## config.mk

```make
export PLATFORM = sky130hd
export DESIGN_NAME = pe_ws_mbank
export DESIGN_NICKNAME = d
export VERILOG_FILES = /design/src/rtl/pe_ws_mbank.sv
export SDC_FILE = /design/constraint.sdc
export NUM_CORES = 1
export LEC_CHECK = 0
export CORE_UTILIZATION = 61
export CTS_CLUSTER_SIZE = 8
export DETAILED_ROUTE_END_ITERATION = 16
export PLACE_DENSITY = 0.93
export SLEW_MARGIN = 20
export SYNTH_ARGS = -nofsm -noshare
export SYNTH_HDL_FRONTEND = slang
export SYNTH_SLANG_ARGS = --single-unit
export TNS_END_PERCENT = 100
```

## constraint.sdc

```tcl
create_clock -name clk -period 16.46 [get_ports clk]
set_input_delay 3.292 -clock clk [delete_from_list [all_inputs] [get_ports clk]]
set_output_delay 3.292 -clock clk [all_outputs]
set_load 0.05 [all_outputs]
```

## src/rtl/pe_ws_mbank.sv

```systemverilog
// pe_ws_mbank: weight-stationary systolic processing element with NUM_BANKS
// weight registers organised as a circular queue. One bank is active and feeds
// the MAC while the remaining shadow banks preload the next tile's weights.
// A w_swap pulse advances the active bank to the oldest loaded shadow bank with
// no pipeline bubble.
//
// Parameters:
//   D_W       activation/weight width
//   ACC_W     partial-sum width (>= 2*D_W)
//   NUM_BANKS weight banks (>= 2, power of two)
//
// Ports:
//   clk, rst                      clock (rising edge), synchronous active-high reset
//   signed_mode                   1: operands two's complement, 0: unsigned
//   in_act / in_act_vld           activation from west
//   in_weight / in_weight_vld     weight from north; valid loads next shadow bank
//   w_swap                        advance active bank to oldest loaded shadow
//   in_sum                        partial sum from north
//   out_act / out_act_vld         registered activation to east
//   out_weight / out_weight_vld   registered weight to south
//   out_sum / out_sum_vld         registered partial sum to south
//   w_pending                     loaded shadow banks not yet active
//   err                           sticky: load while full or swap while empty
//
// Build option:
//   PE_SAT_EN  when defined the accumulate saturates instead of wrapping.
module pe_ws_mbank #(
  parameter int D_W       = 8,
  parameter int ACC_W     = 20,
  parameter int NUM_BANKS = 2
) (
  input  logic                             clk,
  input  logic                             rst,
  input  logic                             signed_mode,
  input  logic [D_W-1:0]                   in_act,
  input  logic                             in_act_vld,
  input  logic [D_W-1:0]                   in_weight,
  input  logic                             in_weight_vld,
  input  logic                             w_swap,
  input  logic [ACC_W-1:0]                 in_sum,
  output logic [D_W-1:0]                   out_act,
  output logic                             out_act_vld,
  output logic [D_W-1:0]                   out_weight,
  output logic                             out_weight_vld,
  output logic [ACC_W-1:0]                 out_sum,
  output logic                             out_sum_vld,
  output logic [2+$clog2(NUM_BANKS)-1:0]   w_pending,
  output logic                             err
);

  localparam int AW = $clog2(NUM_BANKS);
  localparam int PW = 2 + $clog2(NUM_BANKS);
  localparam int PF = 2 * D_W + 2;
  localparam logic [PW-1:0] PEND_MAX = PW'(NUM_BANKS - 1);

  // Weight bank queue state. wr_ptr_q marks the most recently loaded slot, so
  // the invariant wr_ptr_q == act_ptr_q + pend_q (mod NUM_BANKS) always holds
  // and the next load goes to wr_ptr_q + 1, never the active bank.
  logic [D_W-1:0]   bank_q [NUM_BANKS];
  logic [D_W-1:0]   bank_d [NUM_BANKS];
  logic [AW-1:0]    act_ptr_q, act_ptr_d;
  logic [AW-1:0]    wr_ptr_q, wr_ptr_d;
  logic [AW-1:0]    wr_addr;
  logic [PW-1:0]    pend_q, pend_d;
  logic             err_q, err_d;

  logic             load_ok, load_drop, swap_ok, swap_bad;

  logic [D_W-1:0]   out_act_q, out_act_d;
  logic             out_act_vld_q, out_act_vld_d;
  logic [D_W-1:0]   out_weight_q, out_weight_d;
  logic             out_weight_vld_q, out_weight_vld_d;
  logic [ACC_W-1:0] out_sum_q, out_sum_d;
  logic             out_sum_vld_q, out_sum_vld_d;

  // MAC datapath
  logic [D_W-1:0]        w_act;
  logic signed [D_W:0]   act_x, w_x;
  logic signed [PF-1:0]  prod_full;
  logic [ACC_W-1:0]      prod_acc;
  logic [ACC_W-1:0]      sum_wrap;
  logic [ACC_W-1:0]      sum_mac;
`ifdef PE_SAT_EN
  logic [ACC_W:0]        sum_ext;
  logic                  ovf_s;
  logic                  ovf_u;
`endif

  // Bank queue control: load/swap decisions use the pre-edge pending count.
  always_comb begin
    load_ok   = in_weight_vld && (pend_q < PEND_MAX);
    load_drop = in_weight_vld && !(pend_q < PEND_MAX);
    swap_ok   = w_swap && (pend_q != {PW{1'b0}});
    swap_bad  = w_swap && (pend_q == {PW{1'b0}});
    wr_addr   = wr_ptr_q + AW'(1);

    bank_d    = bank_q;
    wr_ptr_d  = wr_ptr_q;
    if (load_ok) begin
      bank_d[wr_addr] = in_weight;
      wr_ptr_d        = wr_addr;
    end else begin
      wr_ptr_d        = wr_ptr_q;
    end

    if (swap_ok) begin
      act_ptr_d = act_ptr_q + AW'(1);
    end else begin
      act_ptr_d = act_ptr_q;
    end

    case ({load_ok, swap_ok})
      2'b10:   pend_d = pend_q + PW'(1);
      2'b01:   pend_d = pend_q - PW'(1);
      default: pend_d = pend_q;
    endcase

    err_d = err_q | load_drop | swap_bad;
  end

  // MAC: product uses the active bank as it was before this edge, so a swap
  // cycle still multiplies by the outgoing weight.
  always_comb begin
    w_act     = bank_q[act_ptr_q];
    act_x     = {signed_mode & in_act[D_W-1], in_act};
    w_x       = {signed_mode & w_act[D_W-1], w_act};
    prod_full = act_x * w_x;
    // Size cast of a signed value sign-extends; unsigned operands were
    // zero-extended above so the product is already non-negative.
    prod_acc  = ACC_W'(prod_full);
`ifdef PE_SAT_EN
    sum_ext  = {1'b0, in_sum} + {1'b0, prod_acc};
    sum_wrap = sum_ext[ACC_W-1:0];
    ovf_s    = (in_sum[ACC_W-1] == prod_acc[ACC_W-1]) &&
               (sum_wrap[ACC_W-1] != in_sum[ACC_W-1]);
    ovf_u    = sum_ext[ACC_W];
    if (signed_mode) begin
      if (ovf_s) begin
        sum_mac = in_sum[ACC_W-1] ? {1'b1, {(ACC_W-1){1'b0}}}
                                  : {1'b0, {(ACC_W-1){1'b1}}};
      end else begin
        sum_mac = sum_wrap;
      end
    end else begin
      if (ovf_u) begin
        sum_mac = {ACC_W{1'b1}};
      end else begin
        sum_mac = sum_wrap;
      end
    end
`else
    sum_wrap = in_sum + prod_acc;
    sum_mac  = sum_wrap;
`endif
  end

  // Output stage next values: pass-through registers and partial sum.
  always_comb begin
    out_act_d        = in_act;
    out_act_vld_d    = in_act_vld;
    out_weight_d     = in_weight;
    out_weight_vld_d = in_weight_vld;
    out_sum_vld_d    = in_act_vld;
    if (in_act_vld) begin
      out_sum_d = sum_mac;
    end else begin
      out_sum_d = in_sum;
    end
  end

  // State and output registers with synchronous reset.
  always_ff @(posedge clk) begin
    if (rst) begin
      for (int i = 0; i < NUM_BANKS; i++) begin
        bank_q[i] <= {D_W{1'b0}};
      end
      act_ptr_q        <= {AW{1'b0}};
      wr_ptr_q         <= {AW{1'b0}};
      pend_q           <= {PW{1'b0}};
      err_q            <= 1'b0;
      out_act_q        <= {D_W{1'b0}};
      out_act_vld_q    <= 1'b0;
      out_weight_q     <= {D_W{1'b0}};
      out_weight_vld_q <= 1'b0;
      out_sum_q        <= {ACC_W{1'b0}};
      out_sum_vld_q    <= 1'b0;
    end else begin
      for (int i = 0; i < NUM_BANKS; i++) begin
        bank_q[i] <= bank_d[i];
      end
      act_ptr_q        <= act_ptr_d;
      wr_ptr_q         <= wr_ptr_d;
      pend_q           <= pend_d;
      err_q            <= err_d;
      out_act_q        <= out_act_d;
      out_act_vld_q    <= out_act_vld_d;
      out_weight_q     <= out_weight_d;
      out_weight_vld_q <= out_weight_vld_d;
      out_sum_q        <= out_sum_d;
      out_sum_vld_q    <= out_sum_vld_d;
    end
  end

  assign out_act        = out_act_q;
  assign out_act_vld    = out_act_vld_q;
  assign out_weight     = out_weight_q;
  assign out_weight_vld = out_weight_vld_q;
  assign out_sum        = out_sum_q;
  assign out_sum_vld    = out_sum_vld_q;
  assign w_pending      = pend_q;
  assign err            = err_q;

endmodule

```

# [After elaboration in Yosys (flattened, before gate mapping)]
# Cells that the tools add are included.
# W data, S select, Z words.
[totals] mem_bits_rw=0 n_memories=0 romBits=0 reg_bits=60 latch_bits=0 wordCells=46 inputBits=42
[classes] n_shift=0 n_lt_le_gt_ge=4 mul=1 addsub=5 div_mod_pow=0 bitwise_logic=6 n_reduce_logical=9 eq_ne=2 muxes=8
[ops] op="$mux W8" count=4
[ops] op="$add A20 B20 Y20" count=1
[ops] op="$mux W20" count=1
[ops] op="$mul A9 B9 Y18" count=1
[ops] op="$bwmux W16" count=1
[ops] op="$demux W8 S1" count=1
[ops] op="$pmux W3 S2" count=1
[ops] op="$logic_and A1 B1 Y1" count=5
[ops] op="$ge A2 B2 Y1 const B" count=2
[ops] op="$not A1 Y2" count=2
[ops] op="$add A3 B1 Y3 const B" count=1
[ops] op="$logic_not A3 Y1" count=1
[ops] op="$lt A3 B1 Y1 const B" count=1
[ops] op="$reduce_bool A3 Y1" count=1
[ops] op="$sub A3 B1 Y3 const B" count=1
[ops] op="$add A1 B1 Y1 const B" count=2
[ops] op="$and A1 B1 Y1" count=2
[ops] op="$eq A2 B1 Y1 const B" count=1
[ops] op="$eq A2 B2 Y1 const B" count=1
[ops] op="$lt A2 B1 Y1 const B" count=1
[ops] op="$or A1 B1 Y1" count=2
[ops] op="$reduce_bool A2 Y1" count=1
[ops] op="$logic_not A1 Y1" count=1

# [Longest topological paths before layout]
[depth] depth_word=8 ltp_mapped=30 ltp_nobuf=29

# [Worst setup path before layout]
# No wires, ideal clock.
[synth_timing] path_type="input-to-reg" from="input signed_mode" to="register out_sum_q[18] (netlist: out_sum[18])" required_time_ps=16326 t_arrival_ps=9428 setup_slack_ps=6898 stages=25 path_cell_list="nand2b_1 clkbuf_1 or2_2 fa_1 fa_1 inv_1 fa_1 fa_1 inv_1 fa_1 inv_1 ha_1 inv_1 o21bai_1 a21o_1 xor2_1 ha_1 and3_1 a221oi_2 a2bb2oi_2 o41ai_4 o311a_1 o21ai_2 nor4b_1 or4_1"
[synth_between] elab_chain_len=4
[synth_rtl] item="from (decl)" line_no="34" text="input logic signed_mode,"
[synth_rtl] item="$and A1 B1 Y1 (on tied branches)" line_no="125, 126"
[synth_rtl] item="$mul A9 B9 Y18 *" line_no="127" text="prod_full = act_x * w_x;"
[synth_rtl] item="$add A20 B20 Y20 *" line_no="152" text="sum_wrap = in_sum + prod_acc;"
[synth_rtl] item="$mux W20 *" line_no="164" text="if (in_act_vld) begin"
[synth_rtl] item="to (signal assigned)" line_no="185" text="out_sum_q <= {ACC_W{1'b0}};"
[synth_rtl] item="to (signal assigned)" line_no="199" text="out_sum_q <= out_sum_d;"
[synth_rtl] item="to (decl)" line_no="73" text="logic [ACC_W-1:0] out_sum_q, out_sum_d;"
# Every way passes the cells marked *; elsewhere a longest branch is shown, timed or not.
# A chain may end at the register's enable or synchronous reset.

# [Worst setup path in the final report]
# Ends and elaborated chain as after synthesis.

==> results.sh <==
export IMPL_fmax_mhz=97.5
export IMPL_tightest_slew_ns=0.925
export IMPL_postCtsResizedCells=0
export IMPL_routedWlPerCell_microns=15.3
export IMPL_row_count=36
export IMPL_worstSetupPathType="in -> reg"
export IMPL_portBuffers=84
export IMPL_synth_top_family_by_area="adder cells"
export IMPL_cts_buffers=9
export IMPL_grt_pass1_vias=4982
export IMPL_power_density_mw_per_mm2=199
export IMPL_routed_via_density=5.48
export IMPL_grt_start_max_net_pins=57
export IMPL_synthAdderAreaFrac=0.366
export IMPL_clock_skew_ns=0.00970
export IMPL_yosys_warnings=0
export IMPL_hold_path_class="reg -> reg"
export IMPL_required_ns=16.70
export IMPL_syn2layout_area_growth_pct=18.4
export IMPL_initial_core_util=0.626
export IMPL_rsz0062_at_grt="false"
export IMPL_cts_sinks=60
export IMPL_dpl_cell_count=846
export IMPL_synth_cell_type_count=60
export IMPL_wl_microns=13200
export IMPL_synth_nets=821
export IMPL_rr_worst_depth=28
export IMPL_ioPinCount=85
export IMPL_status="finished clean"
export IMPL_gp_congestion=0.905
export IMPL_finalNonFillerCells=862
export IMPL_diodes=0
export IMPL_final_nets=900
export IMPL_multi_input_area_sq_mm=0.00442
export IMPL_start_kind="primary input"
export IMPL_p_total_uw=1430
export IMPL_n_fill_cell=672
export IMPL_period_share=0.623
export IMPL_synth_xor_area_frac=0.0491
export IMPL_startpoint="signed_mode"
export IMPL_peakVddDrop_mv=0.155
export IMPL_async_flop_share=0
export IMPL_yosys_top_cells_area="fa_1 (24%), dfxtp_1 (20%), ha_1 (13%), inv_1 (5.9%), mux2i_1 (4.1%)"
export IMPL_relSlewSlack=0.381
export IMPL_ant_nets=0
export IMPL_yosys_area_top_type="fa_1"
export IMPL_ff_latch_area_sq_mm=0.00120
export IMPL_firstDrtPassIters=4
export IMPL_post_dp_hpwl_microns=10600
export IMPL_synth_seq_cells=60
export IMPL_hold_viol=0
export IMPL_htreeDepth=3
export IMPL_cts_root_buf="clkbuf_8"
export IMPL_yosysTopAreaCellShare=0.238
export IMPL_overflow=0
export IMPL_min_period_ns=10.25
export IMPL_cts_tree="built"
export IMPL_core_area_sq_mm=0.00968
export IMPL_cp_arrival_ns=10.49
export IMPL_num_vias=4722
export IMPL_hold_buffers=0
export IMPL_synth_simple_area_share=0.152
export IMPL_die_w_microns=102
export IMPL_tns_ns=0
export IMPL_cts_clk_slew_worst_paths_ns=0.08
export IMPL_gr_usage_all_layers=0.280
export IMPL_cts_max_path_buffers=2
export IMPL_synth_mux_area_frac=0.0543
export IMPL_netlist_area_sq_mm=0.00606
export IMPL_antenna_found_initial=0
export IMPL_drc=0
export IMPL_setup_viol=0
export IMPL_drv_slew=0
export IMPL_min_path_cells=2
export IMPL_synthCells=645
export IMPL_grt_pass1_wl_microns=22200
export IMPL_yosysSeqAreaShare=0.198
export IMPL_cp_end_kind="flip-flop"
export IMPL_ys_flop_type="dfxtp_1"
export IMPL_max_cap_violations=0
export IMPL_min_from="bank_q[5]$_SDFFE_PP0P_"
export IMPL_rrSetupSlack_ns=8.56
export IMPL_die_height_microns=102
export IMPL_clk_insertion_delay_late_ns=0.36
export IMPL_avgSynthCellArea_sq_um=9.40
export IMPL_drt_iter0_markers=194
export IMPL_post_cts_buffers=0
export IMPL_drive_above_1_share=0.0521
export IMPL_synth_edf_count=0
export IMPL_final_common_cell="inv_1"
export IMPL_worst_path_max_fanout=10
export IMPL_die_area_sq_mm=0.0103
export IMPL_synth_compound_area_frac=0.108
export IMPL_leakage_uw=0.00358
export IMPL_final_cell_mix="inv_1 (96), clkdlybuf4s50_1 (83), fa_1 (72)"
export IMPL_r2r_start="act_ptr_q$_SDFFE_PP0P_"
-- metal layers --
layer / up-vias / GRT usage / routed length (microns)
li1: 2258 / - / -
met1: 2285 / 0.320 / 5180
met2: 138 / 0.503 / 6920
met3: 41 / 0.0566 / 670
met4: 0 / 0.127 / 447
met5: - / 0 / 0
-- final timing paths --
kind                            endpoint
setup reg to reg  out_sum[18]$_SDFF_PP0_
hold / removal    bank_q[5]$_SDFFE_PP0P_
hold reg to reg   bank_q[5]$_SDFFE_PP0P_
setup / recovery  out_sum[18]$_SDFF_PP0_
-- final cells by class --
type | instances | area share
multi-input combinational | 470 | 0.616
sequential | 60 | 0.167
timing repair buffer | 87 | 0.120
inverter | 96 | 0.0502
tap | 133 | 0.0232
clock buffer | 9 | 0.0172
clock inverter | 7 | 0.00714
-- through the flow --
stage                     cell area (sq um)  setup WS [ns]   util  hold WS [ns]
after floorplan                        6060           6.90      -         0.454
after global placement                 7010           6.05  0.724         0.460
after detailed placement               7010           5.86  0.724         0.484
after CTS                              7180           6.23  0.742         0.502
after global routing                   7180           5.81  0.742         0.521
final                                  7180           6.21  0.742         0.502
-- cells by family (layout without fill, tap and decap cells) --
group | after synthesis | in the layout
multiplexers | 32 | 32
buffers and inverters | 115 | 199
AO/OA/AOI/OAI | 87 | 87
XOR/XNOR | 34 | 34
adder cells (fa/ha/maj) | 134 | 134
AND/OR/NAND/NOR | 183 | 183
flip-flops | 60 | 60
-- worst max-delay path, cell delays in order --
cell and delay [ns]:
clkdlybuf4s50_1 0.55, nand2b_1 0.28, or2_2 0.39, fa_1 0.51, fa_1 0.55, inv_1 0.06
fa_1 0.52, fa_1 0.57, inv_1 0.06, fa_1 0.52, inv_1 0.05, ha_1 0.33
inv_1 0.07, o21bai_1 0.07, a21o_1 0.20, a21oi_1 0.20, o21ai_1 0.12, nor2_1 0.12
xnor2_1 0.16, ha_1 0.31, a21o_1 0.19, a21oi_1 0.22, inv_1 0.06, o311a_1 0.36
o21ai_2 0.14, nor4b_1 0.06, or4_1 0.52
-- state kept, by name, indices dropped and copies added, names as in the netlist --
name,cells
wr_ptr_q,1
bank_q,16
out_weight_vld,1
err,1
w_pending,3
out_weight,8
out_act,8
out_sum,20
out_sum_vld,1
act_ptr_q,1
-- cells in the mapped netlist, types with 2 or more instances --
| library cell | count |
|---|---|
| a211oi_1 | 5 |
| or2_2 | 2 |
| a21oi_1 | 18 |
| clkbuf_1 | 7 |
| o21ai_1 | 6 |
| a21o_1 | 11 |
| and2_1 | 22 |
| dfxtp_1 | 60 |
| nor2_1 | 57 |
| nor4b_1 | 2 |
| and3_1 | 4 |
| buf_1 | 10 |
| nand2_1 | 34 |
| o22ai_1 | 2 |
| nor3_1 | 4 |
| nor3b_1 | 2 |
| nand2b_1 | 10 |
| ha_1 | 62 |
| a21oi_2 | 2 |
| mux2_2 | 6 |
| nor2b_1 | 31 |
| o211ai_1 | 2 |
| o22a_1 | 8 |
| fa_1 | 72 |
| xnor2_1 | 21 |
| nand3b_1 | 2 |
| xor2_1 | 13 |
| o21ai_0 | 7 |
| a31oi_1 | 2 |
| nand3_1 | 7 |
| or3_1 | 2 |
| o21bai_1 | 4 |
| o32ai_1 | 2 |
| inv_1 | 96 |
| mux2i_1 | 25 |
-- power by group --
part           leakage [uW]  switching [uW]  internal [uW]  total (uW)
logic               0.00299             644            466        1110
clock network     0.0000860            64.8           55.2         120
registers          0.000497            19.6            183         202
total               0.00358             728            704        1430
(Power assumes the default switching activity.)
